<file path="config.mk">
export PLATFORM = sky130hd
export DESIGN_NAME = fetch_control
export DESIGN_NICKNAME = d
export VERILOG_FILES = /design/src/rtl/fetch_pkg.sv /design/src/rtl/if_id_register.sv /design/src/rtl/fetch_control.sv
export SDC_FILE = /design/constraint.sdc
export NUM_CORES = 1
export LEC_CHECK = 0
export ABC_AREA = 1
export BUFFER_PORTS_ARGS = -buffer_cell sky130_fd_sc_hd__buf_2
export CAP_MARGIN = 30
export CORE_MARGIN = 5
export CORE_UTILIZATION = 47
export DETAILED_ROUTE_END_ITERATION = 10
export GPL_ROUTABILITY_DRIVEN = 0
export PLACE_DENSITY = 0.83
export SLEW_MARGIN = 5
export SYNTH_ARGS = -nofsm -noshare
export SYNTH_HDL_FRONTEND = slang
export SYNTH_SLANG_ARGS = --single-unit
export TNS_END_PERCENT = 5
</file>
<file path="constraint.sdc">
create_clock -name CLK -period 1.8 [get_ports CLK]
set_clock_uncertainty 0.2 [all_clocks]
set_input_delay 0.27 -clock CLK [delete_from_list [all_inputs] [get_ports CLK]]
set_output_delay 0.27 -clock CLK [all_outputs]
set_load 0.005 [all_outputs]
</file>
<file path="src/rtl/fetch_pkg.sv">
// Shared fetch-stage types and constants.
// Decode and the instruction memory import this package as well.
package fetch_pkg;

  typedef logic [31:0] addr_t;
  typedef logic [31:0] inst_t;

  localparam addr_t RESET_PC  = 32'h0000_0000;
  localparam inst_t NOP_INST  = 32'h0000_0013;  // addi x0,x0,0
  localparam inst_t HALT_INST = 32'h0010_0073;  // ebreak

  typedef enum logic [1:0] {
    BOOT = 2'd0,
    RUN  = 2'd1,
    HALT = 2'd2
  } fetch_state_t;

endpackage

</file>
<file path="src/rtl/if_id_register.sv">
// Generic pipeline register carrying PC, instruction and valid bit.
// Flush wins over load; with neither asserted the contents are held.
module if_id_register
  import fetch_pkg::*;
(
  input  logic  clk,
  input  logic  reset,
  input  logic  load,
  input  logic  flush,
  input  addr_t next_pc,
  input  inst_t next_inst,
  output addr_t if_pc,
  output inst_t if_inst,
  output logic  if_valid
);

  always_ff @(posedge clk) begin
    if (reset) begin
      if_pc    <= '0;
      if_inst  <= NOP_INST;
      if_valid <= 1'b0;
    end else if (flush) begin
      // PC is left alone so the bubble still reports the last issued address
      if_inst  <= NOP_INST;
      if_valid <= 1'b0;
    end else if (load) begin
      if_pc    <= next_pc;
      if_inst  <= next_inst;
      if_valid <= 1'b1;
    end
  end

endmodule

</file>
<file path="src/rtl/fetch_control.sv">
// Fetch-stage controller: program counter, next-PC mux, BOOT/RUN/HALT FSM
// and the IF/ID register feeding decode.
module fetch_control
  import fetch_pkg::*;
(
  input  logic        CLK,
  input  logic        RESET,
  output logic [31:0] PC,
  input  logic [31:0] INST_CODE,
  input  logic        STALL,
  input  logic        REDIRECT,
  input  logic [31:0] REDIRECT_PC,
  output logic [31:0] IF_PC,
  output logic [31:0] IF_INST,
  output logic        IF_VALID,
  output logic        HALTED,
  output logic        MISALIGN,
  output logic [31:0] FETCH_COUNT
);

  fetch_state_t state, state_next;
  addr_t        pc_q, pc_next;
  logic         misalign_q, misalign_next;
  logic [31:0]  count_q, count_next;
  logic         if_load, if_flush;
  addr_t        redirect_target;

  assign redirect_target = {REDIRECT_PC[31:2], 2'b00};

  always_ff @(posedge CLK) begin
    if (RESET) begin
      state      <= BOOT;
      pc_q       <= RESET_PC;
      misalign_q <= 1'b0;
      count_q    <= '0;
    end else begin
      state      <= state_next;
      pc_q       <= pc_next;
      misalign_q <= misalign_next;
      count_q    <= count_next;
    end
  end

  always_comb begin
    state_next    = state;
    pc_next       = pc_q;
    misalign_next = misalign_q;
    count_next    = count_q;
    if_load       = 1'b0;
    if_flush      = 1'b0;
    case (state)
      BOOT: state_next = RUN;
      RUN: begin
        if (REDIRECT) begin
          pc_next  = redirect_target;
          if_flush = 1'b1;
          if (REDIRECT_PC[1:0] != 2'b00) misalign_next = 1'b1;
        end else if (!STALL) begin
          if_load    = 1'b1;
          count_next = count_q + 32'd1;
          if (INST_CODE == HALT_INST) state_next = HALT;
          else                        pc_next    = pc_q + 32'd4;
        end
      end
      HALT: begin
        if (REDIRECT) begin
          pc_next    = redirect_target;
          if_flush   = 1'b1;
          state_next = RUN;
          if (REDIRECT_PC[1:0] != 2'b00) misalign_next = 1'b1;
        end else if (!STALL) begin
          if_flush = 1'b1;
        end
      end
      default: state_next = BOOT;
    endcase
  end

  if_id_register u_if_id (
    .clk       (CLK),
    .reset     (RESET),
    .load      (if_load),
    .flush     (if_flush),
    .next_pc   (pc_q),
    .next_inst (INST_CODE),
    .if_pc     (IF_PC),
    .if_inst   (IF_INST),
    .if_valid  (IF_VALID)
  );

  assign PC          = pc_q;
  assign HALTED      = (state == HALT);
  assign MISALIGN    = misalign_q;
  assign FETCH_COUNT = count_q;

endmodule

</file>
# Yosys cells after proc, flatten, opt, wreduce, memory -nomap -nowiden
# Cells that the tools add are included.
[word_totals]
wordCells = 47
register_bits = 132
inputBits = 68
out_inout_bits = 131
[op_classes]
n_eq_ne = 9
add_sub_neg = 2
n_reduce_logical = 10
bitwise_logic = 3
muxes = 16
[ops]
columns = ["operator", "n"]
rows = [
  ["two-way mux 32 bit", 4],
  ["case mux 32 bit (2 select lines)", 1],
  ["adder 32 x 1 -> 32 bit, second input constant", 1],
  ["adder 32 x 3 -> 32 bit, second input constant", 1],
  ["== test 32 x 21 -> 1 bit, second input constant", 1],
  ["two-way mux 2 bit", 4],
  ["inequality test 2 bit, second input constant", 4],
  ["AND reduction 4 bit", 2],
  ["inequality test 3 bit, second input constant", 2],
  ["case mux 2 bit (3 select lines)", 1],
  ["AND reduction 3 bit", 2],
  ["two-way mux 1 bit", 5],
  ["nonzero test 2 bit", 2],
  ["OR reduction 2 bit", 2],
  ["inverter 1 bit", 3],
  ["== test 2 x 1 -> 1 bit, second input constant", 1],
  ["== test 2 bit, second input constant", 1],
  ["zero test 2 bit", 1],
  ["case mux 1 bit (2 select lines)", 1],
  ["AND reduction 2 bit", 1],
]

# Longest topological paths before layout
# Gate-level depths: netlist of the first run.
[logic_depth]
ltp_word = 5
mapped_depth = 13
mapped_depth_nobuf = 12

# Cells and area by module
# A second synthesis of the first run with hierarchy kept.
[hier_totals]
hier_cells = 1093
area_unflattened_um2 = 6842.8
[by_module_without_submodules]
columns = ["module", "instances", "seq_area_each_um2", "area_per_inst_um2", "cells_per_inst"]
rows = [
  ["fetch_control", 1, 1301.2, 4342.9, 742],
  ["if_id_register", 1, 1301.2, 2499.9, 351],
]

# Worst setup path before layout of the first run
# No wires, ideal clock.
[synth_timing]
path_type = "register to register"
startpoint = "register count_q[1], in the netlist FETCH_COUNT[1]"
endpoint = "register count_q[18], in the netlist FETCH_COUNT[18]"
path_buffers = 0
required_time_ns = 1.484
period_less_slack_ns = 1.847
t_arrival_ns = 1.531
setup_slack_ns = -0.047
setup_ns = 0.116
path_stages_with_launch = 11
cell_sequence = "dfxtp_1 -> ha_1 -> nand3_1 -> nor2_2 -> nand2_1 -> nor2_2 -> inv_2 -> nor2_2 -> nand2_1 -> o21ai_1 -> a21oi_1"
[synth_between]
elab_chain_len = 1
[synth_rtl]
columns = ["item", "line", "source"]
rows = [
  ["from (decl)", "fetch_control.sv:24", "logic [31:0] count_q, count_next;"],
  ["from (signal assigned)", "fetch_control.sv:40", "count_q <= count_next;"],
  ["adder 32 x 1 -> 32 bit", "fetch_control.sv:60", "count_next = count_q + 32'd1;"],
]
# No other way between the ends.
# A chain may end at the register's enable or synchronous reset.

# Final worst setup path of the first run
[layout_timing]
startpoint = "register state[1]"
endpoint = "register u_if_id.if_pc[19]"
[layout_between]
elab_chain_len = 4
word_cells_on_any_way = 6
cone_classes = "eq/ne: 2; mux: 2; bitwise: 1; reduce/logical: 1"
[layout_rtl]
columns = ["item", "line", "source"]
rows = [
  ["from (decl)", "fetch_control.sv:21", "fetch_state_t state, state_next;"],
  ["from (signal assigned)", "fetch_control.sv:37", "state <= state_next;"],
  ["== test 2 bit / == test 2 x 1 -> 1 bit (equally long branches)", "fetch_control.sv:51", "case (state)"],
  ["case mux 1 bit (2 select lines)", "fetch_control.sv:51", ""],
  ["inverter 1 bit (no line)", "n/a", ""],
  ["AND reduction 2 bit (no line) (*)", "n/a", ""],
  ["to (signal assigned)", "if_id_register.sv:27", "if_pc <= next_pc;"],
  ["to (decl)", "if_id_register.sv:12", "output addr_t if_pc,"],
]
# Every way passes the cells marked *; elsewhere a longest branch is shown, timed or not.

==> impl_metrics.tcl, run 1 <==
set metrics [dict create \
    nets 1461 \
    p_sw_frac 0.3564 \
    cts_buffers 17 \
    violations "setup timing" \
    worstSetupStartpointType "register" \
    grt_max_degree 73 \
    grt_util_all_layers 0.2752 \
    cts.path.max_buffers 2 \
    synth-main-ff-cell "dfxtp_1" \
    async_flop_share 0 \
    yosys_warnings 0 \
    grt_setup_unrepaired "true" \
    via_per_inst 5.255 \
    layout_setup_ws_ns -0.1788 \
    synth-edff-count 0 \
    dp_slack_ns -0.1437 \
    fp.dieH_um 129.6 \
    ys_seq_elements 128 \
    clock-root-buffer "clkbuf_16" \
    synth_cell_types 33 \
    p_leak_uw 0.004690 \
    p_comb_frac 0.357 \
    cp.arrival_ns 2.14 \
    p_seq_frac 0.322 \
    clock_latency_ns 0.43 \
    drv_slew 0 \
    io_buffers 194 \
    fp.dieW_um 129.6 \
    ys_seq_area_frac 0.3811 \
    place_hpwl_mm 15.34 \
    io_pins 199 \
    grt_pass1_vias 7903 \
    post-route-util 0.7196 \
    clkPwrFrac 0.322 \
    post-route-cell-area_sq_um 10030 \
    endpoint_kind "register" \
    ctsHtreeMaxLevel 4 \
    outcome "finished, violations left" \
    cts.sinks 128 \
    postSynthCellCount 1075 \
    antenna_left 0 \
    holdWs_ns 0.006729 \
    die-area_sq_um 16800 \
    drc 0 \
    drt_first_pass_iters 5 \
    area_growth_pct 49.13 \
    start_util 0.4825 \
    wl_mm 24.27 \
    final.min_clock_period_ns 1.979 \
    finalHoldViolations 0 \
    antenna_found_initial 0 \
    hp-class "primary input to register" \
    drtIter0Drc 708 \
    vdd_ir_drop_max_mv 0.8736 \
    max_cap_violations 0 \
    intPower_uw 7965 \
    synth_area_sq_um 6724 \
    fmaxAchievable_ghz 0.5053 \
    cp.required_ns 1.96 \
    setup_viol_count_final 61 \
    p_per_area_nw_per_um2 1234 \
    synth_area_per_cell_sq_um 6.255 \
    p_sw_uw 4410 \
    grt_pass1_wl_mm 37.19 \
    critPathKind "register to register" \
    wl_per_cell_um 15.34 \
    clkTransAtPathRegs_ns 0.06 \
    drive_gt1_frac 0.2948 \
    rows 43 \
    dpl_cell_area_sq_um 8347 \
    core_area_sq_um 13930 \
    overflow 0 \
    fin_crit_sh 1.099 \
    num_vias 8313 \
    worstPathMaxFanout 6 \
    cts_tree "done" \
]
metal layers:
metal	global-route usage	part of all wire
met2	0.4704	0.50
met1	0.3262	0.38
met3	0.05029	0.085
met5	0	0
met4	0.1498	0.039
cell usage in the layout, fill, tap and decap left out, types with 4 or more instances in the layout:
cell / Yosys / final
dlygate4sd3_1: 0 / 52
nand3b_1: 4 / 4
inv_4: 0 / 4
nand2_2: 8 / 9
nor2_2: 7 / 13
dfxtp_2: 0 / 10
a21oi_2: 0 / 6
buf_12: 0 / 4
nand2_1: 366 / 362
buf_4: 10 / 71
a21oi_1: 83 / 77
o21ai_2: 0 / 25
conb_1: 1 / 4
inv_2: 7 / 6
xor2_1: 11 / 11
nor3_1: 20 / 19
o21ai_1: 4 / 9
dfxtp_1: 128 / 114
nor2_1: 162 / 151
o21ai_0: 57 / 27
buf_6: 3 / 7
nor2_4: 3 / 8
bufinv_16: 0 / 6
inv_1: 100 / 96
clkinvlp_4: 0 / 4
dfxtp_4: 0 / 4
clkbuf_16: 0 / 19
buf_2: 4 / 194
nand4_1: 11 / 11
nand3_1: 42 / 39
final cells by class:
class | count | area [sq um]
Multi-Input combinational cell | 801 | 3800
Timing Repair Buffer | 333 | 2316
Sequential cell | 128 | 2590
Tap cell | 180 | 225.2
Inverter | 107 | 416.7
Fill cell | 1006 | 3908
Clock buffer | 18 | 439.2
Antenna cell | 1 | 2.502
Clock inverter | 14 | 237.7
power groups by stage:
| stage | Combinational, uW | Sequential [uW] | Clock, uW |
|---|---|---|---|
| 4_1_cts | 4100 | 3890 | 3970 |
| 6_report | 4410 | 3980 | 3980 |
| 5_1_grt | 4840 | 4050 | 4120 |
| 2_1_floorplan | 2090 | 3910 | 0 |
| 3_5_place_dp | 3660 | 3910 | 0 |
| 3_3_place_gp | 3550 | 3900 | 0 |
through the flow:
step           power [uW]  setup TNS [ns]  cells
4_1_cts             11970          -1.097   1573
3_5_place_dp         7564          -5.084   1486
2_1_floorplan        5997       -0.008228   1078
5_1_grt             13010          -10.18   1581
3_3_place_gp         7458          -1.529   1486
6_report            12380          -4.559   1582
sequential cells by signal, summed over array words and instances (netlist names):
| register | flops |
|---|---|
| FETCH_COUNT | 32 |
| MISALIGN | 1 |
| u_if_id.if_inst | 32 |
| PC | 30 |
| u_if_id.if_pc | 30 |
| u_if_id.if_valid | 1 |
| state | 2 |
kinds of logic (layout without fill, tap and decap cells):
kind of cell,after synthesis,after routing,share of synthesized area
buf+inv,149,472,0.09285
compound gates,149,149,0.1128
other cells,1,5,0.0005577
simple gates,630,630,0.3863
mux,1,1,0.001489
xor+xnor,12,12,0.01563
flops,128,128,0.3811
fa+ha+maj,5,5,0.009304
cell usage after synthesis (3+ instances only):
cell type	n	area, sq um
nor2_1	162	608.1
nand3_1	42	210.2
xor2_1	11	96.34
inv_1	100	375.4
buf_4	10	75.07
dfxtp_1	128	2562
buf_1	8	30.03
ha_1	5	62.56
a21oi_1	83	415.4
nand2_1	366	1374
nand2_2	8	50.05
buf_2	4	20.02
inv_2	7	26.28
buf_6	3	33.78
nor3_1	20	100.1
nand4_1	11	68.82
clkbuf_1	17	63.81
o21ai_0	57	285.3
nor2_4	3	33.78
nand3b_1	4	30.03
o21ai_1	4	20.02
nor2_2	7	43.79
path summary, 6_finish.rpt:
kind	cells past startpoint	slack, ns	end	from
worst max-delay path	10	-0.18	u_if_id.if_pc[19]	state[1]
worst min-delay path	5	0.007	PC[3]	REDIRECT_PC[3]
worst max register to register	10	-0.18	u_if_id.if_pc[19]	state[1]
worst min register to register	2	0.26	u_if_id.if_inst[26]	u_if_id.if_inst[26]
what timing repair did:
| item | CTS | global route |
|---|---|---|
| hold buffers | 52 | 0 |
| pin swaps | 6 | 7 |
| hold endpoints to repair | 51 | 0 |
| buffers inserted | 1 | 6 |
| resized for setup | 33 | 96 |
| endpoints found under the setup margin | 73 | 95 |
| cloned | 3 | 2 |
worst max-delay path: stages, from the launching register on:
cell       delay, ns
dfxtp_4         0.36
inv_4           0.07
ha_4            0.17
inv_4           0.04
o21ai_2         0.12
o211ai_1        0.14
nand2_1         0.19
clkinv_4        0.15
clkbuf_16       0.21
buf_6           0.12
a21oi_1         0.13
No activity file was read; power rests on OpenSTA's default activity.
==> run 2: changes to the inputs <==
--- a/config.mk
+++ b/config.mk
@@ -12,7 +12,7 @@
 export CORE_UTILIZATION = 47
 export DETAILED_ROUTE_END_ITERATION = 10
 export GPL_ROUTABILITY_DRIVEN = 0
-export PLACE_DENSITY = 0.83
+export PLACE_DENSITY = 0.77
 export SLEW_MARGIN = 5
 export SYNTH_ARGS = -nofsm -noshare
 export SYNTH_HDL_FRONTEND = slang
==> impl_metrics.tcl, run 2 (synthesized netlist as in run 1, its figures left out) <==
set metrics [dict create \
    cts.sinks 128 \
    drv_slew 0 \
    setup_tns_ns -1.728 \
    layout_setup_ws_ns -0.09333 \
    ctsHtreeMaxLevel 4 \
    fill_cells 1080 \
    place_hpwl_mm 15.39 \
    final.min_clock_period_ns 1.893 \
    grt_pass1_vias 7453 \
    num_vias 8207 \
    wl_per_cell_um 14.74 \
    clkTransAtPathRegs_ns 0.06 \
    cts_buffers 17 \
    nets 1474 \
    drtIter0Drc 691 \
    io_buffers 194 \
    grt_pass1_wl_mm 35.37 \
    antenna_left 0 \
    max_cap_violations 0 \
    reg2reg_setup_slack_ns -0.09 \
    vdd_ir_drop_max_mv 0.8530 \
    startpoint "state[1]" \
    wl_mm 23.49 \
    rows 43 \
    clock_latency_ns 0.42 \
    layout_commonest_cell "nand2_1" \
    cp.required_ns 1.91 \
    grt_util_all_layers 0.2622 \
    hold_path_depth 5 \
    io_pins 199 \
    fp.dieW_um 129.6 \
    hold_start "REDIRECT_PC[24]" \
    fmaxAchievable_ghz 0.5282 \
    endpoint_kind "register" \
    overflow 0 \
    via_per_inst 5.149 \
    drc 0 \
    mostFrequentLayoutCells "nand2_1 (353), buf_2 (193), nor2_1 (139), dfxtp_1 (109), inv_1 (93)" \
    fin_crit_sh 1.052 \
    outcome "finished, violations left" \
    worstPathMaxFanout 22 \
    dpl_cell_area_sq_um 8422 \
    r2r-start "state[1]" \
    antenna_found_initial 0 \
    clock-root-buffer "clkbuf_16" \
    p_leak_uw 0.004725 \
    drive_gt1_frac 0.2999 \
    finalHoldViolations 0 \
    r2r_cells 10 \
    cts.path.max_buffers 2 \
    area_growth_pct 49.93 \
    core_area_sq_um 13930 \
    start_util 0.4825 \
    antennaDiodeCount 0 \
    hp-class "primary input to register" \
    cts_tree "done" \
    die-area_sq_um 16800 \
    post-route-cell-area_sq_um 10080 \
    grt_setup_unrepaired "true" \
    fp.dieH_um 129.6 \
    setup_viol_count_final 44 \
    p_per_area_nw_per_um2 1208 \
    worstSetupStartpointType "register" \
    drt_first_pass_iters 5 \
    violations "setup timing" \
    critPathKind "register to register" \
    cp.arrival_ns 2.00 \
    grt_max_degree 75 \
]
==> run 2: path summary, 6_finish.rpt <==
| path | endpoint |
|---|---|
| setup / recovery | u_if_id.if_pc[11] |
| hold / removal | PC[24] |
| setup reg to reg | u_if_id.if_pc[11] |
| hold reg to reg | u_if_id.if_inst[12] |
==> run 2: area by class of cell <==
| type | instances | area [sq um] | share of cell area |
|---|---|---|---|
| Multi-Input combinational cell | 801 | 3790 | 0.3759 |
| Tap cell | 180 | 225.2 | 0.02234 |
| Sequential cell | 128 | 2586 | 0.2565 |
| Timing Repair Buffer | 346 | 2480 | 0.2460 |
| Inverter | 107 | 411.6 | 0.04083 |
| Clock inverter | 5 | 75.07 | 0.007447 |
| Clock buffer | 27 | 513.0 | 0.05089 |
==> run 2: per-stage QoR <==
| step | util | worst slack [ns] | hold WS, ns | power (uW) | std cells |
|---|---|---|---|---|---|
| finish | 0.7234 | -0.09333 | 0.02572 | 12180 | 1594 |
| global route | 0.7234 | -0.1976 | 0.05204 | 12870 | 1594 |
| CTS | 0.6946 | -0.06828 | 0.006266 | 11640 | 1582 |
| detailed placement | 0.6044 | -0.1124 | 0.2369 | 7745 | 1491 |
| global placement | 0.6044 | -0.08287 | 0.2354 | 7659 | 1491 |
| floorplan | - | -0.008228 | 0.1962 | 5997 | 1078 |
==> run 2: routing by layer <==
layer | vias to the layer above | GRT usage | wire [um]
met2 | 388 | 0.4261 | 11360
met3 | 74 | 0.06224 | 1901
met1 | 3721 | 0.3295 | 9474
met4 | 0 | 0.1210 | 754
met5 | - | 0 | 0
li1 | 4024 | - | -
==> run 2: what timing repair did <==
item                                    in CTS  in global routing
hold endpoints to repair                    54                  0
setup buffers                                2                 10
hold buffers                                55                  0
gates resized for setup                     12                104
endpoints found under the setup margin      65                114
cloned                                       2                  2
pin swaps                                    1                 27
==> run 2: where the power goes <==
group / total, uW / internal [uW] / switching [uW] / leakage [uW]
logic: 4800 / 2240 / 2550 / 0.00339
registers: 3930 / 3420 / 513 / 0.00105
clock network: 3450 / 2220 / 1240 / 0.000291
==> run 2: worst max-delay path: stages (launching register included) <==
cell and delay, ns:
dfxtp_2 0.32, inv_2 0.08, ha_4 0.17, inv_2 0.05, o21ai_1 0.15, o211ai_1 0.14
nand2_1 0.18, inv_4 0.10, buf_12 0.16, o21ai_0 0.17, a21oi_1 0.06
